### config.mk
export PLATFORM = sky130hd
export DESIGN_NAME = mem_req_arbiter
export DESIGN_NICKNAME = d
export VERILOG_FILES = /design/src/rtl/mem_req_arbiter.sv
export SDC_FILE = /design/constraint.sdc
export NUM_CORES = 1
export LEC_CHECK = 0
export BUFFER_PORTS_ARGS = -buffer_cell sky130_fd_sc_hd__buf_4
export CAP_MARGIN = 20
export CORE_AREA = 2 2 107 109
export CTS_BUF_LIST = sky130_fd_sc_hd__clkbuf_16
export DETAILED_ROUTE_END_ITERATION = 10
export DIE_AREA = 0 0 109 111
export GPL_TIMING_DRIVEN = 0
export PLACE_DENSITY_LB_ADDON = 0.08
export RECOVER_POWER = 100
export SLEW_MARGIN = 20
export SYNTH_ARGS = -nofsm -noshare
export SYNTH_HDL_FRONTEND = slang
export SYNTH_SLANG_ARGS = --single-unit
### constraint.sdc
create_clock -name clk -period 2.6 [get_ports clk]
set_clock_uncertainty 0.15 [all_clocks]
set_input_delay 0.26 -clock clk [delete_from_list [all_inputs] [get_ports clk]]
set_output_delay 0.26 -clock clk [all_outputs]
set_load 0.01 [all_outputs]
### src/rtl/mem_req_arbiter.sv
// Shares one memory port between fetch and MEM-stage requesters.
// Optional macro ARB_STARVE_GUARD_EN bounds back-to-back data grants.
module mem_req_arbiter #(
    parameter int MAX_OUTSTANDING = 4,
    parameter int STARVE_LIMIT    = 8
) (
    input  logic        clk,
    input  logic        resetn,
    input  logic        cancel,
    input  logic        inst_req,
    input  logic [31:0] inst_addr,
    output logic        inst_addr_ok,
    output logic        inst_data_ok,
    output logic [31:0] inst_rdata,
    input  logic        data_req,
    input  logic        data_wr,
    input  logic [1:0]  data_size,
    input  logic [31:0] data_addr,
    input  logic [31:0] data_wdata,
    output logic        data_addr_ok,
    output logic        data_data_ok,
    output logic [31:0] data_rdata,
    output logic        bus_req,
    output logic        bus_wr,
    output logic [1:0]  bus_size,
    output logic [31:0] bus_addr,
    output logic [31:0] bus_wdata,
    input  logic        bus_addr_ok,
    input  logic        bus_data_ok,
    input  logic [31:0] bus_rdata,
    output logic        arb_idle
);

    localparam int PW = $clog2(MAX_OUTSTANDING);
    localparam int CW = PW + 1;

    logic [PW-1:0]              wptr_q, wptr_d;
    logic [PW-1:0]              rptr_q, rptr_d;
    logic [CW-1:0]              cnt_q, cnt_d;
    logic [MAX_OUTSTANDING-1:0] own_q, own_d;
    logic [MAX_OUTSTANDING-1:0] disc_q, disc_d;

    logic inst_ok;
    logic sel_inst;
    logic sel_data;
    logic not_full;
    logic grant;
    logic pop;
    logic head_own;
    logic head_disc;
    logic force_inst;

`ifdef ARB_STARVE_GUARD_EN
    localparam int SW = $clog2(STARVE_LIMIT + 1);
    logic [SW-1:0] starve_q, starve_d;
    assign force_inst = (starve_q == SW'(STARVE_LIMIT));
`else
    logic unused_starve;
    assign force_inst    = 1'b0;
    assign unused_starve = (STARVE_LIMIT == 0);
`endif

    // Pick a requester, drive the bus and decode the FIFO head.
    always_comb begin
        inst_ok  = inst_req & ~cancel;
        sel_inst = inst_ok & (~data_req | force_inst);
        sel_data = data_req & ~sel_inst;
        not_full = (cnt_q < CW'(MAX_OUTSTANDING));
        // Gate with resetn so no request leaks out while held in reset.
        bus_req  = resetn & (sel_inst | sel_data) & not_full;
        grant    = bus_req & bus_addr_ok;

        inst_addr_ok = grant & sel_inst;
        data_addr_ok = grant & sel_data;

        bus_wr    = sel_data & data_wr;
        bus_size  = sel_data ? data_size : 2'd2;
        bus_addr  = sel_data ? data_addr : inst_addr;
        bus_wdata = sel_data ? data_wdata : 32'h0;

        pop       = bus_data_ok & (cnt_q != '0);
        head_own  = own_q[rptr_q];
        // A cancel in the pop cycle also kills the head inst response.
        head_disc = disc_q[rptr_q] | (cancel & ~head_own);

        data_data_ok = pop & head_own;
        inst_data_ok = pop & ~head_own & ~head_disc;
        data_rdata   = bus_rdata;
        inst_rdata   = bus_rdata;

        arb_idle = (cnt_q == '0) & ~inst_req & ~data_req;
    end

    // Owner FIFO next state: push on grant, pop on response, mark kills.
    always_comb begin
        own_d  = own_q;
        // Marking empty slots too is harmless: a push rewrites the bit.
        disc_d = disc_q | ({MAX_OUTSTANDING{cancel}} & ~own_q);
        wptr_d = wptr_q;
        rptr_d = rptr_q;
        cnt_d  = cnt_q;
        if (grant) begin
            own_d[wptr_q]  = sel_data;
            disc_d[wptr_q] = 1'b0;
            wptr_d         = wptr_q + 1'b1;
        end
        if (pop) begin
            rptr_d = rptr_q + 1'b1;
        end
        unique case ({grant, pop})
            2'b10:   cnt_d = cnt_q + 1'b1;
            2'b01:   cnt_d = cnt_q - 1'b1;
            default: cnt_d = cnt_q;
        endcase
`ifdef ARB_STARVE_GUARD_EN
        starve_d = starve_q;
        if (~inst_req || (grant && sel_inst)) begin
            starve_d = '0;
        end else if (grant && sel_data && !cancel) begin
            starve_d = starve_q + 1'b1;
        end
`endif
    end

    // State registers with asynchronous active-low reset.
    always_ff @(posedge clk or negedge resetn) begin
        if (!resetn) begin
            wptr_q   <= '0;
            rptr_q   <= '0;
            cnt_q    <= '0;
            own_q    <= '0;
            disc_q   <= '0;
`ifdef ARB_STARVE_GUARD_EN
            starve_q <= '0;
`endif
        end else begin
            wptr_q   <= wptr_d;
            rptr_q   <= rptr_d;
            cnt_q    <= cnt_d;
            own_q    <= own_d;
            disc_q   <= disc_d;
`ifdef ARB_STARVE_GUARD_EN
            starve_q <= starve_d;
`endif
        end
    end

endmodule

After elaboration in Yosys (flattened, before gate mapping)
Cells that the tools add are included.
- $lt $le $gt $ge: 4
- add/subtract/negate cells: 4
- reduce and logical (&&, ||, !) cells: 4
- mux-type cells: 12
- bitwise logic cells: 29
- eq/ne operators: 2
- operators with widths (operator ; count):
    32-bit 2-to-1 mux ; 2
    1-bit bitwise AND ; 16
    4-bit bitwise AND ; 2
    4-bit inverter ; 2
    2-bit by 3-bit < comparator with 1-bit output (second input constant) ; 2
    1-bit inverter ; 6
    3-bit case mux with 2 select lines ; 1
    2-bit by 1-bit adder with 2-bit output (second input constant) ; 2
    1-bit binary-select mux with 2-bit select ; 2
    4-bit bitwise mux ; 1
    4-bit 2-to-1 mux ; 1
    4-bit OR ; 1
    3-bit by 1-bit adder with 3-bit output (second input constant) ; 1
    3-bit zero test ; 1
    3-bit < comparator (second input constant) ; 1
    1-bit 2-to-1 mux ; 3
    3-bit nonzero test ; 1
    3-bit by 1-bit subtractor with 3-bit output (second input constant) ; 1
    1-bit demux with 2-bit select ; 1
    2-bit by 1-bit == test with 1-bit output (second input constant) ; 1
    2-bit == test (second input constant) ; 1
    2-bit by 1-bit >= comparator with 1-bit output (second input constant) ; 1
    2-bit 2-to-1 mux ; 1
    1-bit OR ; 2
    2 further kinds ; 2
- logic and storage cells: 60
- flip-flop bits (word level): 15
- output and inout bits: 137
- input port bits: 138

Logic depth before layout (Yosys ltp)
- depth after elaboration: 11
- depth in mapped cells: 9
- mapped depth without buffers: 9

Least setup slack after synthesis
OpenSTA, ideal clock, no wires.
- path type: reg-to-reg
- start: reg cnt_q[2]
- end: reg cnt_q[2]
- cell stages (with the launch flop): 10
- slack: 0.561 ns
- period minus slack after synthesis: 2.039 ns
- data arrival time: 1.809 ns
- setup time: 0.079 ns
- path through: dfrtp_1 -> and2b_1 -> o211a_4 -> inv_2 -> ha_1 -> inv_1 -> fa_1 -> xor2_1 -> nor2_1 -> xor2_1
- longest elaborated chain between the ends: 5
- ends and longest elaborated chain (item ; line ; RTL):
    from (decl) ; 39 ; logic [CW-1:0] cnt_q, cnt_d;
    from (signal assigned) ; 139 ; cnt_q <= cnt_d;
    3-bit < comparator ; 68 ; not_full = (cnt_q < CW'(MAX_OUTSTANDING));
    1-bit bitwise AND ; 70 ; bus_req = resetn & (sel_inst | sel_data) & not_full;
    1-bit bitwise AND ; 71 ; grant = bus_req & bus_addr_ok;
    2-bit by 1-bit == test with 1-bit output / 2-bit == test (equally long branches) ; 110 ; unique case ({grant, pop})
    3-bit case mux with 2 select lines / 2-bit nonzero test (equally long branches) ; n/a ;
Several ways; a longest one is shown, not always the timed one.
A chain may end at the register's enable or synchronous reset.

Final worst setup path
- start: in resetn
- end: reg cnt_q[2]
- longest elaborated chain between the ends: 5
- ends and longest elaborated chain (item ; line ; RTL):
    from (decl) ; 8 ; input logic resetn,
    1-bit bitwise AND (*) (2 in a row) ; 70 ;
    1-bit bitwise AND (*) ; 71 ;
    2-bit by 1-bit == test with 1-bit output / 2-bit == test (equally long branches) ; 110 ;
    3-bit case mux with 2 select lines / 2-bit nonzero test (equally long branches) ; n/a ;
Every way passes the cells marked *; elsewhere a longest branch is shown, timed or not.

==> flow_metrics.tcl <==
set metrics [dict create \
    drive_gt1_frac 0.5274 \
    overflow 0 \
    avgRoutedWirePerCell_um 15.76 \
    multi_input_comb_area_um2 1007 \
    cp.buffers_inverters 4 \
    antenna_cells_inserted 0 \
    drcViolationCount 0 \
    post_synth_num_cell_types 31 \
    cap_violations 0 \
    fp-row-count 39 \
    timing_max_transition_violations_final 0 \
    routed-via-count 2253 \
    power.ir.vdd_worst_mv 0.3944 \
    synth.net_count 354 \
    final.period_utilization 0.9417 \
    synth_top_area_cell "sky130_fd_sc_hd__buf_4" \
    finish.utilization 0.3253 \
    crit_path_cell_trace "dlygate4sd3_1 > buf_6 > and2b_1 > o211a_4 > inv_2 > ha_2 > inv_1 > fa_1 > xor2_1 > nor2_1 > xor2_1" \
    timing.critical_path.required_ns 2.62 \
    tightestPinTransition_ns 0.5618 \
    synth_top_area_share 0.2502 \
    sequential_area_share_after_synthesis 0.1924 \
    power.density_nw_per_um2 432.0 \
    reg2reg_setup_slack_ns 0.46 \
    die_area_um2 12100 \
    critical_path.max_fanout 16 \
    postPlaceCellArea_um2 3939 \
    ctsRootBufferMaster "sky130_fd_sc_hd__clkbuf_16" \
    chipWidth_um 109 \
    drt_first_iter_violations 38 \
    ys_top_cells_by_count "65 x sky130_fd_sc_hd__buf_4, 36 x sky130_fd_sc_hd__mux2_2, 34 x sky130_fd_sc_hd__and2_1" \
    whs_endpoint "disc_q[1]" \
    timing.rr.start "cnt_q[2]" \
    fp.coreArea_um2 11080 \
    synthAdderAreaFrac 0.04233 \
    grt_start_max_net_pins 17 \
    antenna_nets_post_route 0 \
    holdPathStages 3 \
    starting_density 0.1761 \
    nFillCells 1309 \
    cellLeakagePower_uw 0.001699 \
    status "finished clean" \
    routed_wl_mm 9.456 \
    seq_area_um2 375.4 \
    io_buffers 241 \
    worst_skew_pair_latency_ns 0.24 \
    worst_setup_path_start_kind "primary input" \
    hold_path.startpoint "cancel" \
    end_kind "flip-flop" \
    via_count_of_the_first_global_routing_pass 2255 \
    synth-edff-count 0 \
    die_h_um 111 \
    yosys_warnings 0 \
    pin_count 275 \
    whs_ns 0.2047 \
    asyncSetResetFlopFracSynth 1.000 \
    hold_path_class "in2reg" \
    antenna_found_initial 0 \
    synthCells 210 \
    final.min_clock_period_ns 2.448 \
    critPathArrivalTime_ns 2.47 \
    nNetsFinal 602 \
    synth.avg_cell_area_um2 9.289 \
    worst_path_most_repeated_cell "sky130_fd_sc_hd__xor2_1" \
    synthMostInstantiatedCell "sky130_fd_sc_hd__buf_4" \
    timing.final.setup_violations 0 \
    groute.usage.overall 0.1442 \
    rsz0062_at_grt "no" \
    synthSimpleGateAreaFrac 0.1514 \
    fin_tns_setup_ns 0 \
    clock_transition_at_path_regs_ns 0.05 \
    finish.instance_area_um2 3603 \
    critical-path-top-delay-family "buffers and inverters" \
    tritoncts_num_sinks 15 \
    tritoncts "built" \
    cts-buffers-inserted 3 \
    synth_top_flop_cell "sky130_fd_sc_hd__dfrtp_1" \
    critical_path.max_stage_delay_ns 0.55 \
    grt_first_pass_wirelength_mm 13.14 \
    syn-cell-area_um2 1951 \
    synth_top_cells_by_area "sky130_fd_sc_hd__buf_4 25%, sky130_fd_sc_hd__mux2_2 21%, sky130_fd_sc_hd__dfrtp_1 19%" \
    synth-seq-cells 15 \
    relative_slew_margins 0.6255 \
    synthXorXnorAreaFrac 0.02694 \
    final_weighted_congestion_in_routability_driven_placement 0.8126 \
    htree_levels 1 \
    r2r.worst_path.cells 9 \
    post_drt_via_cell_ratio 3.755 \
    number_of_endpoints_with_negative_hold_slack_in_the_final_report 0 \
    worstReg2RegEnd "cnt_q[2]" \
    largest_family_of_logic_cells_by_synthesized_area "buffers and inverters" \
    first_pass_iters 4 \
    layout-area-overhead-vs-synth_pct 84.73 \
    cts-root-to-sink-buffers 2 \
    fmax_mhz 408.4 \
    multiplexer_share_of_the_synthesized_area 0.2437 \
    synth_compound_area_frac 0.05581 \
    cpMaxStageDelayCell "sky130_fd_sc_hd__dlygate4sd3_1" \
    path_class "in2reg" \
    place.detailed.hpwl_mm 8.350 \
]
[layout by cell type, fill, tap and decap left out, types with 2 or more instances in the layout]
cell type / synthesis / routed
sky130_fd_sc_hd__a21oi_1: 8 / 8
sky130_fd_sc_hd__and2_0: 0 / 19
sky130_fd_sc_hd__and2_1: 34 / 15
sky130_fd_sc_hd__buf_4: 65 / 193
sky130_fd_sc_hd__clkbuf_1: 4 / 120
sky130_fd_sc_hd__clkbuf_16: 0 / 3
sky130_fd_sc_hd__dfrtp_1: 15 / 15
sky130_fd_sc_hd__ha_1: 5 / 4
sky130_fd_sc_hd__inv_1: 9 / 10
sky130_fd_sc_hd__mux2_1: 0 / 2
sky130_fd_sc_hd__mux2_2: 36 / 35
sky130_fd_sc_hd__mux4_2: 2 / 2
sky130_fd_sc_hd__o2111ai_1: 4 / 4
sky130_fd_sc_hd__xnor2_1: 3 / 3
sky130_fd_sc_hd__xor2_1: 3 / 3
[layout make-up]
| type | count | area share |
|---|---|---|
| timing repair buffer | 243 | 0.3913 |
| clock buffer | 3 | 0.02083 |
| sequential | 15 | 0.1042 |
| tap | 143 | 0.04965 |
| buffer | 73 | 0.1431 |
| clock inverter | 1 | 0.001042 |
| inverter | 10 | 0.01042 |
| multi-input combinational | 112 | 0.2795 |
[state kept, by name, summed over array words and instances (netlist names)]
signal  count
wptr_q      2
cnt_q       3
own_q       4
disc_q      4
rptr_q      2
[timing repair]
item | CTS | global route
resized for setup | 0 | 3
hold buffers | 1 | 0
setup buffers | 0 | 1
endpoints found under the hold margin | 15 | 0
setup endpoints to repair | 0 | 2
[worst reg2reg max path: stages (launching register included)]
cell and delay, ns:
sky130_fd_sc_hd__dfrtp_1 0.41, sky130_fd_sc_hd__and2b_1 0.24, sky130_fd_sc_hd__o211a_4 0.19, sky130_fd_sc_hd__inv_2 0.08, sky130_fd_sc_hd__ha_2 0.18, sky130_fd_sc_hd__inv_1 0.05
sky130_fd_sc_hd__fa_1 0.37, sky130_fd_sc_hd__xor2_1 0.15, sky130_fd_sc_hd__nor2_1 0.11, sky130_fd_sc_hd__xor2_1 0.14
[metal layers]
| metal | global-route usage | share of wire | wire (um) | up-vias |
|---|---|---|---|---|
| li1 | - | - | - | 1122 |
| met1 | 0.1488 | 0.34 | 3207 | 1014 |
| met2 | 0.2737 | 0.54 | 5110 | 105 |
| met3 | 0.04292 | 0.099 | 939 | 12 |
| met4 | 0.04103 | 0.021 | 199 | 0 |
| met5 | 0 | 0 | 0 | - |
[where the power goes]
part	switching, uW	internal [uW]
clock	92.4	204
combinational	361	466
sequential	98.2	336
total	551	1010
[worst max path at each step]
| stage | endpoint | cells past startpoint | startpoint | slack (ns) |
|---|---|---|---|---|
| 2_1_floorplan | cnt_q[2] | 9 | cnt_q[2] | 0.56 |
| 3_3_place_gp | cnt_q[2] | 10 | resetn | 0.31 |
| 3_5_place_dp | cnt_q[2] | 10 | resetn | 0.32 |
| 4_1_cts | cnt_q[2] | 11 | resetn | 0.02 |
| 5_1_grt | cnt_q[2] | 11 | resetn | 0.01 |
| 6_report | cnt_q[2] | 11 | resetn | 0.15 |
[logic make-up (layout without fill, tap and decap cells)]
logic type | after synthesis | after routing
buffers and inverters | 83 | 330
AO/OA/AOI/OAI | 15 | 15
adder cells (fa/ha/maj) | 6 | 6
flip-flops | 15 | 15
XOR/XNOR | 6 | 6
multiplexers | 40 | 40
AND/OR/NAND/NOR | 45 | 45
[stage by stage]
| stage | std cells | setup slack [ns] | power, uW |
|---|---|---|---|
| 2_1_floorplan | 210 | 0.5615 | 938.3 |
| 3_3_place_gp | 594 | 0.3144 | 1372 |
| 3_5_place_dp | 594 | 0.3171 | 1383 |
| 4_1_cts | 599 | 0.01774 | 1694 |
| 5_1_grt | 600 | 0.01313 | 1699 |
| 6_report | 600 | 0.1516 | 1557 |
No activity file was read; power rests on OpenSTA's default activity.
